File: config.mk
export PLATFORM = sky130hd
export DESIGN_NAME = control_unit
export DESIGN_NICKNAME = d
export VERILOG_FILES = /design/src/rtl/control_unit.sv
export SDC_FILE = /design/constraint.sdc
export NUM_CORES = 1
export LEC_CHECK = 0
export ABC_AREA = 1
export CORE_UTILIZATION = 35
export DETAILED_ROUTE_END_ITERATION = 16
export PLACE_DENSITY = 0.62
export SLEW_MARGIN = 0
export SYNTH_ARGS = -nofsm -noshare
export SYNTH_HDL_FRONTEND = slang
export SYNTH_SLANG_ARGS = --single-unit
File: constraint.sdc
create_clock -name clk -period 2.1 [get_ports clk]
set_input_delay 0.42 -clock clk [delete_from_list [all_inputs] [get_ports clk]]
set_output_delay 0.42 -clock clk [all_outputs]
set_load 0.02 [all_outputs]
File: src/rtl/control_unit.sv
// control_unit: multi-cycle fetch/decode/execute sequencer for a small
// 16-bit instruction set. It drives a separate register/ALU datapath and one
// shared memory port.
// Optional feature: define CU_ILLEGAL_TRAP_EN to halt on undefined opcodes
// and raise illegal_op. Without it, undefined opcodes execute as NOP.
//
// Memory handshake: a request strobe (mem_rd_req / mem_wr_req) rises in the
// cycle after its state is entered. It then stays high, with mem_addr and
// mem_wr_data stable, until the responder answers with mem_rd_valid /
// mem_wr_ack in a cycle where the strobe is already high. The strobe drops in
// the following cycle. Only one request is ever outstanding. A valid or ack
// that arrives while no strobe is high is ignored.

package constants_pkg;
  typedef enum logic [1:0] {
    REG_READ  = 2'd0,
    REG_WRITE = 2'd1,
    ADD       = 2'd2,
    SUB       = 2'd3
  } ALUOp;
endpackage

module control_unit #(
  parameter int DATA_BITS = 8,
  parameter int ADDR_BITS = 8
) (
  input  logic                    clk,
  input  logic                    reset,
  output logic [ADDR_BITS-1:0]    mem_addr,
  output logic                    mem_rd_req,
  input  logic                    mem_rd_valid,
  input  logic [15:0]             mem_rd_data,
  output logic                    mem_wr_req,
  input  logic                    mem_wr_ack,
  output logic [DATA_BITS-1:0]    mem_wr_data,
  output constants_pkg::ALUOp     op,
  output logic [3:0]              addr_a,
  output logic [3:0]              addr_b,
  output logic [3:0]              addr_r,
  output logic [DATA_BITS-1:0]    data_to_regs,
  input  logic [DATA_BITS-1:0]    data_from_regs,
  output logic [ADDR_BITS-1:0]    pc,
  output logic                    halted,
`ifdef CU_ILLEGAL_TRAP_EN
  output logic                    illegal_op,
`endif
  output logic [2:0]              dbg_state_o
);

  import constants_pkg::*;

  typedef enum logic [2:0] {
    S_FETCH  = 3'd0,
    S_DECODE = 3'd1,
    S_MEMRD  = 3'd2,
    S_ISSUE  = 3'd3,
    S_SETTLE = 3'd4,
    S_MEMWR  = 3'd5,
    S_HALTED = 3'd6
  } state_t;

  localparam logic [3:0] OPC_NOP   = 4'h0;
  localparam logic [3:0] OPC_ADD   = 4'h1;
  localparam logic [3:0] OPC_SUB   = 4'h2;
  localparam logic [3:0] OPC_LOADI = 4'h3;
  localparam logic [3:0] OPC_LOAD  = 4'h4;
  localparam logic [3:0] OPC_STORE = 4'h5;
  localparam logic [3:0] OPC_HALT  = 4'hF;

  state_t                 state_q;
  logic [15:0]            ir_q;
  logic [ADDR_BITS-1:0]   pc_q, pc_d;
  logic [ADDR_BITS-1:0]   mem_addr_q;
  logic                   rd_req_q, wr_req_q;
  logic [DATA_BITS-1:0]   wr_data_q, to_regs_q;
  ALUOp                   op_q;
  logic [3:0]             addr_a_q, addr_b_q, addr_r_q;
  logic                   halted_q;
  logic                   settle_q;
`ifdef CU_ILLEGAL_TRAP_EN
  logic                   illegal_q;
`endif

  // Instruction fields of the latched word. The register field at [11:8]
  // names rR for ALU ops and rA for LOADI/LOAD/STORE.
  logic [3:0] opc, f_hi, f_mid, f_lo;
  logic [7:0] addr8;
  assign opc   = ir_q[15:12];
  assign f_hi  = ir_q[11:8];
  assign f_mid = ir_q[7:4];
  assign f_lo  = ir_q[3:0];
  assign addr8 = ir_q[7:0];

  // The program counter naturally wraps from all-ones back to zero.
  assign pc_d = pc_q + 1'b1;

  // Sequencer: state and every output are registered here.
  always_ff @(posedge clk) begin
    if (reset) begin
      state_q    <= S_FETCH;
      ir_q       <= '0;
      pc_q       <= '0;
      mem_addr_q <= '0;
      rd_req_q   <= 1'b0;
      wr_req_q   <= 1'b0;
      wr_data_q  <= '0;
      to_regs_q  <= '0;
      op_q       <= REG_READ;
      addr_a_q   <= '0;
      addr_b_q   <= '0;
      addr_r_q   <= '0;
      halted_q   <= 1'b0;
      settle_q   <= 1'b0;
`ifdef CU_ILLEGAL_TRAP_EN
      illegal_q  <= 1'b0;
`endif
    end else begin
      case (state_q)
        S_FETCH: begin
          if (!rd_req_q) begin
            rd_req_q   <= 1'b1;
            mem_addr_q <= pc_q;
          end else if (mem_rd_valid) begin
            rd_req_q <= 1'b0;
            ir_q     <= mem_rd_data;
            pc_q     <= pc_d;
            state_q  <= S_DECODE;
          end
        end
        S_DECODE: begin
          case (opc)
            OPC_NOP: state_q <= S_FETCH;
            OPC_ADD, OPC_SUB: begin
              op_q     <= (opc == OPC_ADD) ? ADD : SUB;
              addr_a_q <= f_mid;
              addr_b_q <= f_lo;
              addr_r_q <= f_hi;
              state_q  <= S_ISSUE;
            end
            OPC_LOADI: begin
              op_q      <= REG_WRITE;
              addr_a_q  <= f_hi;
              to_regs_q <= DATA_BITS'(addr8);
              state_q   <= S_ISSUE;
            end
            OPC_LOAD: begin
              addr_a_q <= f_hi;
              state_q  <= S_MEMRD;
            end
            OPC_STORE: begin
              addr_a_q <= f_hi;
              state_q  <= S_ISSUE;
            end
            OPC_HALT: begin
              halted_q <= 1'b1;
              state_q  <= S_HALTED;
            end
            default: begin
`ifdef CU_ILLEGAL_TRAP_EN
              illegal_q <= 1'b1;
              halted_q  <= 1'b1;
              state_q   <= S_HALTED;
`else
              state_q <= S_FETCH;
`endif
            end
          endcase
        end
        S_MEMRD: begin
          if (!rd_req_q) begin
            rd_req_q   <= 1'b1;
            mem_addr_q <= ADDR_BITS'(addr8);
          end else if (mem_rd_valid) begin
            rd_req_q  <= 1'b0;
            to_regs_q <= mem_rd_data[DATA_BITS-1:0];
            op_q      <= REG_WRITE;
            state_q   <= S_ISSUE;
          end
        end
        S_ISSUE: begin
          // The op is live for this single cycle only. Back to a read so the
          // datapath never sees a second write.
          op_q     <= REG_READ;
          settle_q <= 1'b0;
          state_q  <= S_SETTLE;
        end
        S_SETTLE: begin
          if (settle_q) begin
            if (opc == OPC_STORE) begin
              wr_data_q <= data_from_regs;
              state_q   <= S_MEMWR;
            end else begin
              state_q <= S_FETCH;
            end
          end else begin
            settle_q <= 1'b1;
          end
        end
        S_MEMWR: begin
          if (!wr_req_q) begin
            wr_req_q   <= 1'b1;
            mem_addr_q <= ADDR_BITS'(addr8);
          end else if (mem_wr_ack) begin
            wr_req_q <= 1'b0;
            state_q  <= S_FETCH;
          end
        end
        S_HALTED: state_q <= S_HALTED;
        default:  state_q <= S_FETCH;
      endcase
    end
  end

  assign mem_addr     = mem_addr_q;
  assign mem_rd_req   = rd_req_q;
  assign mem_wr_req   = wr_req_q;
  assign mem_wr_data  = wr_data_q;
  assign op           = op_q;
  assign addr_a       = addr_a_q;
  assign addr_b       = addr_b_q;
  assign addr_r       = addr_r_q;
  assign data_to_regs = to_regs_q;
  assign pc           = pc_q;
  assign halted       = halted_q;
`ifdef CU_ILLEGAL_TRAP_EN
  assign illegal_op   = illegal_q;
`endif
  assign dbg_state_o  = state_q;

endmodule

* Yosys cells after proc, flatten, opt, wreduce, memory -nomap -nowiden
Cells that the tools add are included.
** Operators by class
- $add $sub $neg :: 1
- Equality and inequality tests :: 24
- Muxes and demuxes :: 29
- Reduce and logical (&&, ||, !) cells :: 19
** Operator list (count)
- 8-bit two-way mux :: 6
- 3-bit two-way mux :: 8
- 8-bit one-hot mux with 3 select lines :: 1
- 2-bit != test (second input constant) :: 11
- 3-bit one-hot mux with 7 select lines :: 1
- 8-bit one-hot mux with 2 select lines :: 1
- 4-bit AND reduction :: 3
- 3-bit equality test (second input constant) :: 3
- 3-bit one-hot mux with 3 select lines :: 1
- 8-bit by 1-bit adder with 8-bit output (second input constant) :: 1
- 4-bit by 2-bit equality test with 1-bit output (second input constant) :: 2
- 4-bit by 3-bit equality test with 1-bit output (second input constant) :: 2
- 4-bit one-hot mux with 2 select lines :: 1
- 7-bit AND reduction :: 1
- 3-bit by 2-bit equality test with 1-bit output (second input constant) :: 2
- 2-bit one-hot mux with 3 select lines :: 1
- 2-bit AND reduction :: 3
- 3-bit AND reduction :: 2
- 2-bit nonzero test :: 3
- 3-bit nonzero test :: 2
- 1-bit two-way mux :: 5
- 4-bit by 1-bit equality test with 1-bit output (second input constant) :: 1
- 4-bit equality test (second input constant) :: 1
- 2-bit two-way mux :: 2
- 8 further kinds :: 9
** Storage, ports and cells
- Register bits :: 69
- Output and inout port bits :: 52
- Word-level logic and storage cells :: 87

* Longest topological paths before layout
- Depth in word-level cells :: 4
- Mapped depth :: 10
- Mapped depth without buffers :: 9

* Worst setup path after synthesis
No wires, ideal clock.
- Kind :: register -> register
- Start :: register state_q[0], in the netlist dbg_state_o[0]
- End :: register to_regs_q[5], in the netlist data_to_regs[5]
- Arrival time :: 1.344 ns
- Required time :: 1.985 ns
- Slack :: 0.641 ns
- Cell stages (with the launch flop) :: 9
- Clock period less this slack :: 1.459 ns
- Cells stage by stage :: dfxtp_1 nand2_4 nor2_8 nand2_4 nand2_4 buf_12 nand3_1 nand2_1 nor2_1
** Between the ends
- Longest elaborated chain between the ends :: 3
- Elaborated cells on any way between the ends :: 8
- Classes of those cells :: 5 x eq/ne; 1 x mux; 2 x reduce/logical
** Ends and longest elaborated chain
- start, declared :: line 70 : state_t state_q;
- start signal, assigned :: line 100 : state_q <= S_FETCH;
- start signal, assigned :: line 127 : state_q <= S_DECODE;
- start signal, assigned :: line 132 : OPC_NOP: state_q <= S_FETCH;
- 3-bit by 1-bit equality test with 1-bit output / 3-bit by 2-bit equality test with 1-bit output (equally long branches) :: line 118 : case (state_q)
- 2-bit != test (no source line) / 2-bit nonzero test (equally long branches)
- 4-bit AND reduction (no source line)
- end signal, assigned :: line 143 : to_regs_q <= DATA_BITS'(addr8);
- end signal, assigned :: line 175 : to_regs_q <= mem_rd_data[DATA_BITS-1:0];
- end, declared :: line 75 : logic [DATA_BITS-1:0] wr_data_q, to_regs_q;
Parallel ways exist; a longest one is shown, timed or not.
A chain may end at the register's enable or synchronous reset.

* Worst setup path in the final report
- Start :: register state_q[2], in the netlist dbg_state_o[2]
- End :: output port dbg_state_o[2]
** RTL lines
- end, declared :: line 47 : output logic [2:0] dbg_state_o
No word-level cell between the ends.

==> results.yml <==
status:
  outcome: "finished with violations"
  violations: "DRC"
layout:
  drive_above_1_share_pct: 8.35
  final_common_cell: "nand2_1"
  fin_area_um2: 4280
  post-route-util_pct: 48.6
  insertedDiodeCount: 0
  syn2layout_area_growth_pct: 32.6
  nets: 563
  mostFrequentLayoutCells: "97 x nand2_1, 92 x nor2_1, 79 x clkdlybuf4s50_1, 68 x dfxtp_1, 50 x o21ai_0"
  fill_cells: 878
setup_path:
  path_delay_family: "buffers and inverters"
  cp_max_fo: 9
  cp-start-kind: "flip-flop"
  r2r-end: "pc[5]"
  slowest_delay_ps: 690
  worst-path-buf-inv: 1
  rrSetupSlack_ps: 320
  cp_cell_sequence: "clkdlybuf4s50_1"
  worstReg2RegStart: "dbg_state_o[2]"
  critPathKind: "flip-flop to output port"
  slowest_stage: "clkdlybuf4s50_1"
  critPathArrivalTime_ps: 1620
  ff2ff_path_depth: 6
  crit_path_end_kind: "output port"
  cp.required_ps: 1680
sta:
  fin_tns_setup_ps: 0
  holdWs_ps: 456
  fin_crit_ps: 2040
  setup_violations: 0
  rsz0062_at_grt: "no"
  fin_crit_sh_pct: 97.0
  setup_ws_ps: 62.4
  slew_viol_final: 0
  hold_viol: 0
  max_freq_mhz: 491
  clock_skew_ps: 4.43
  worstMarginPinSlew_ps: 515
  slew_headroom_pct: 65.5
clock_network:
  clkLatencyLatePin_ps: 340
  ctsLongestPathBuffers: 2
  clock-sinks: 69
  clkSlewWorstSetupHoldPaths_ps: 70
  root_buffer: "clkbuf_8"
  post-cts-setup-buffers: 0
  cts_hold_buffers: 0
  cts_made_buffers: 9
  cts_tree: "yes"
  postCtsResizedCells: 0
  htreeDepth: 3
grt:
  grt_pass1_wl_mm: 14.4
  overflow: 0
  grt_max_degree: 42
  gr-usage-all-layers_pct: 18.6
  antenna_found_initial: 0
  grt_pass1_vias: 2991
synth:
  yosysSeqAreaShare_pct: 42.8
  syn_inst: 457
  synth-xor-area-share_pct: 0.272
  ys_ff_latch: 69
  synth_compound_area_share_pct: 15.2
  syn_avg_cell_area_um2: 7.06
  synth_fa_ha_area_share_pct: 0.388
  synth_ff_type: "dfxtp_1"
  synth_edf_count: 0
  syn_area_um2: 3230
  yosysWarnings: 0
  synthTopCellsByArea: "dfxtp_1 43%, nand2_1 11%, nor2_1 11%"
  synth_cell_types: 32
  synth_top_area_share_pct: 42.8
  syn-num-nets: 486
  synth_area_leader_cell: "dfxtp_1"
  synthArstFlopShare_pct: 0
  synth_top_family_by_area: "simple AND/OR/NAND/NOR gates"
  yosys.area_share.simple_pct: 31.7
  muxShareOfSynthArea_pct: 0
die:
  ios: 80
  die_h_um: 98
  fp.dieW_um: 98
  dieArea_um2: 9600
  core-area_um2: 8810
  rows: 34
  start_util_pct: 36.6
hold_path:
  min_path_type: "flip-flop to flip-flop"
  min_path_cells: 2
  holdPathEnd: "halted"
  hold_start: "halted"
detailed_routing:
  drcViolationCount: 7
  ant_nets: 0
  dr_total_vias: 3110
  drtPass1Iterations: 11
  detail_route.wl_per_cell_um: 13.0
  viasPerCell: 4.81
  drt_iter0_markers: 220
  wl_mm: 8.42
flow_run:
  maxCapViolCount: 0
place:
  portBuffers: 79
  place.gp.congestion: 0.894
  place_ws_ps: 36.1
  place_area_um2: 4050
  dp_hpwl_mm: 5.97
power_and_ir_drop:
  vdd_drop_max_mv: 0.500
  power_per_cell_area_nw_per_um2: 1130
  p_leak_nw: 1.72
[worst max-delay path by stage]
stage | slack [ps] | from | cells after the start | to
CTS | 10 | dbg_state_o[0] | 1 | dbg_state_o[0]
floorplan | 640 | dbg_state_o[0] | 8 | data_to_regs[5]
detailed placement | 40 | mem_rd_valid | 6 | ir_q[14]
global route | 6 | dbg_state_o[2] | 1 | dbg_state_o[2]
global placement | 120 | mem_rd_valid | 6 | ir_q[15]
finish | 60 | dbg_state_o[2] | 1 | dbg_state_o[2]
[worst min-delay path: stages (launching register included)]
cell and delay [ps]:
dfxtp_1 310, inv_1 50, a21oi_1 50
[registers in the layout (all words and copies together), names as in the netlist]
register	count
ir_q	16
data_to_regs	8
mem_addr	8
mem_wr_data	8
pc	8
addr_a	4
addr_b	4
addr_r	4
dbg_state_o	3
op	2
halted	1
mem_rd_req	1
mem_wr_req	1
settle_q	1
[synth_stat cells (2+ instances only)]
cell / count
nand3_1: 27
nand2_2: 3
nand2_1: 97
nor2_4: 2
nand2_4: 5
a21oi_2: 4
clkbuf_1: 5
o21ai_0: 50
nor2_1: 92
inv_1: 40
clkinv_2: 2
a21oi_1: 28
dfxtp_1: 69
o21ai_1: 6
a31oi_1: 2
buf_6: 3
buf_4: 6
buf_1: 2
[stage by stage]
step / cells / total power [W]
after floorplan: 457 / 0.00307
after global placement: 631 / 0.00361
after detailed placement: 631 / 0.00363
after CTS: 647 / 0.00485
after global routing: 647 / 0.00517
final: 647 / 0.00483
[where the power goes]
part / switching (W) / total [W] / leakage [nW] / internal, W
sequential: 0.000229 / 0.00179 / 0.561 / 0.00156
clock: 0.000522 / 0.00122 / 0.112 / 0.000699
combinational: 0.00112 / 0.00182 / 1.05 / 0.000692
total: 0.00187 / 0.00483 / 1.72 / 0.00295
[cell families after synthesis]
logic type | Yosys count
buffers and inverters | 62
XOR/XNOR | 1
flip-flops | 69
adder cells (fa/ha/maj) | 1
AO/OA/AOI/OAI | 92
AND/OR/NAND/NOR | 232
[routing by layer]
layer | up-vias | wire length [um] | GRT usage [%]
met5 | - | 0 | 0
met4 | 0 | 73 | 6.29
met3 | 5 | 489 | 3.29
met2 | 94 | 3790 | 29.5
met1 | 1402 | 4070 | 25.5
li1 | 1609 | - | -
[layout make-up]
class / instances / area, um2 / area share [%]
inverter: 43 / 164 / 3.83
multi-input combinational: 326 / 1540 / 35.9
clock buffer: 10 / 138 / 3.22
clock inverter: 6 / 86.3 / 2.02
timing repair buffer: 85 / 836 / 19.5
tap: 108 / 135 / 3.16
sequential: 69 / 1380 / 32.3
Note: power is estimated with default switching activity, not from simulation.
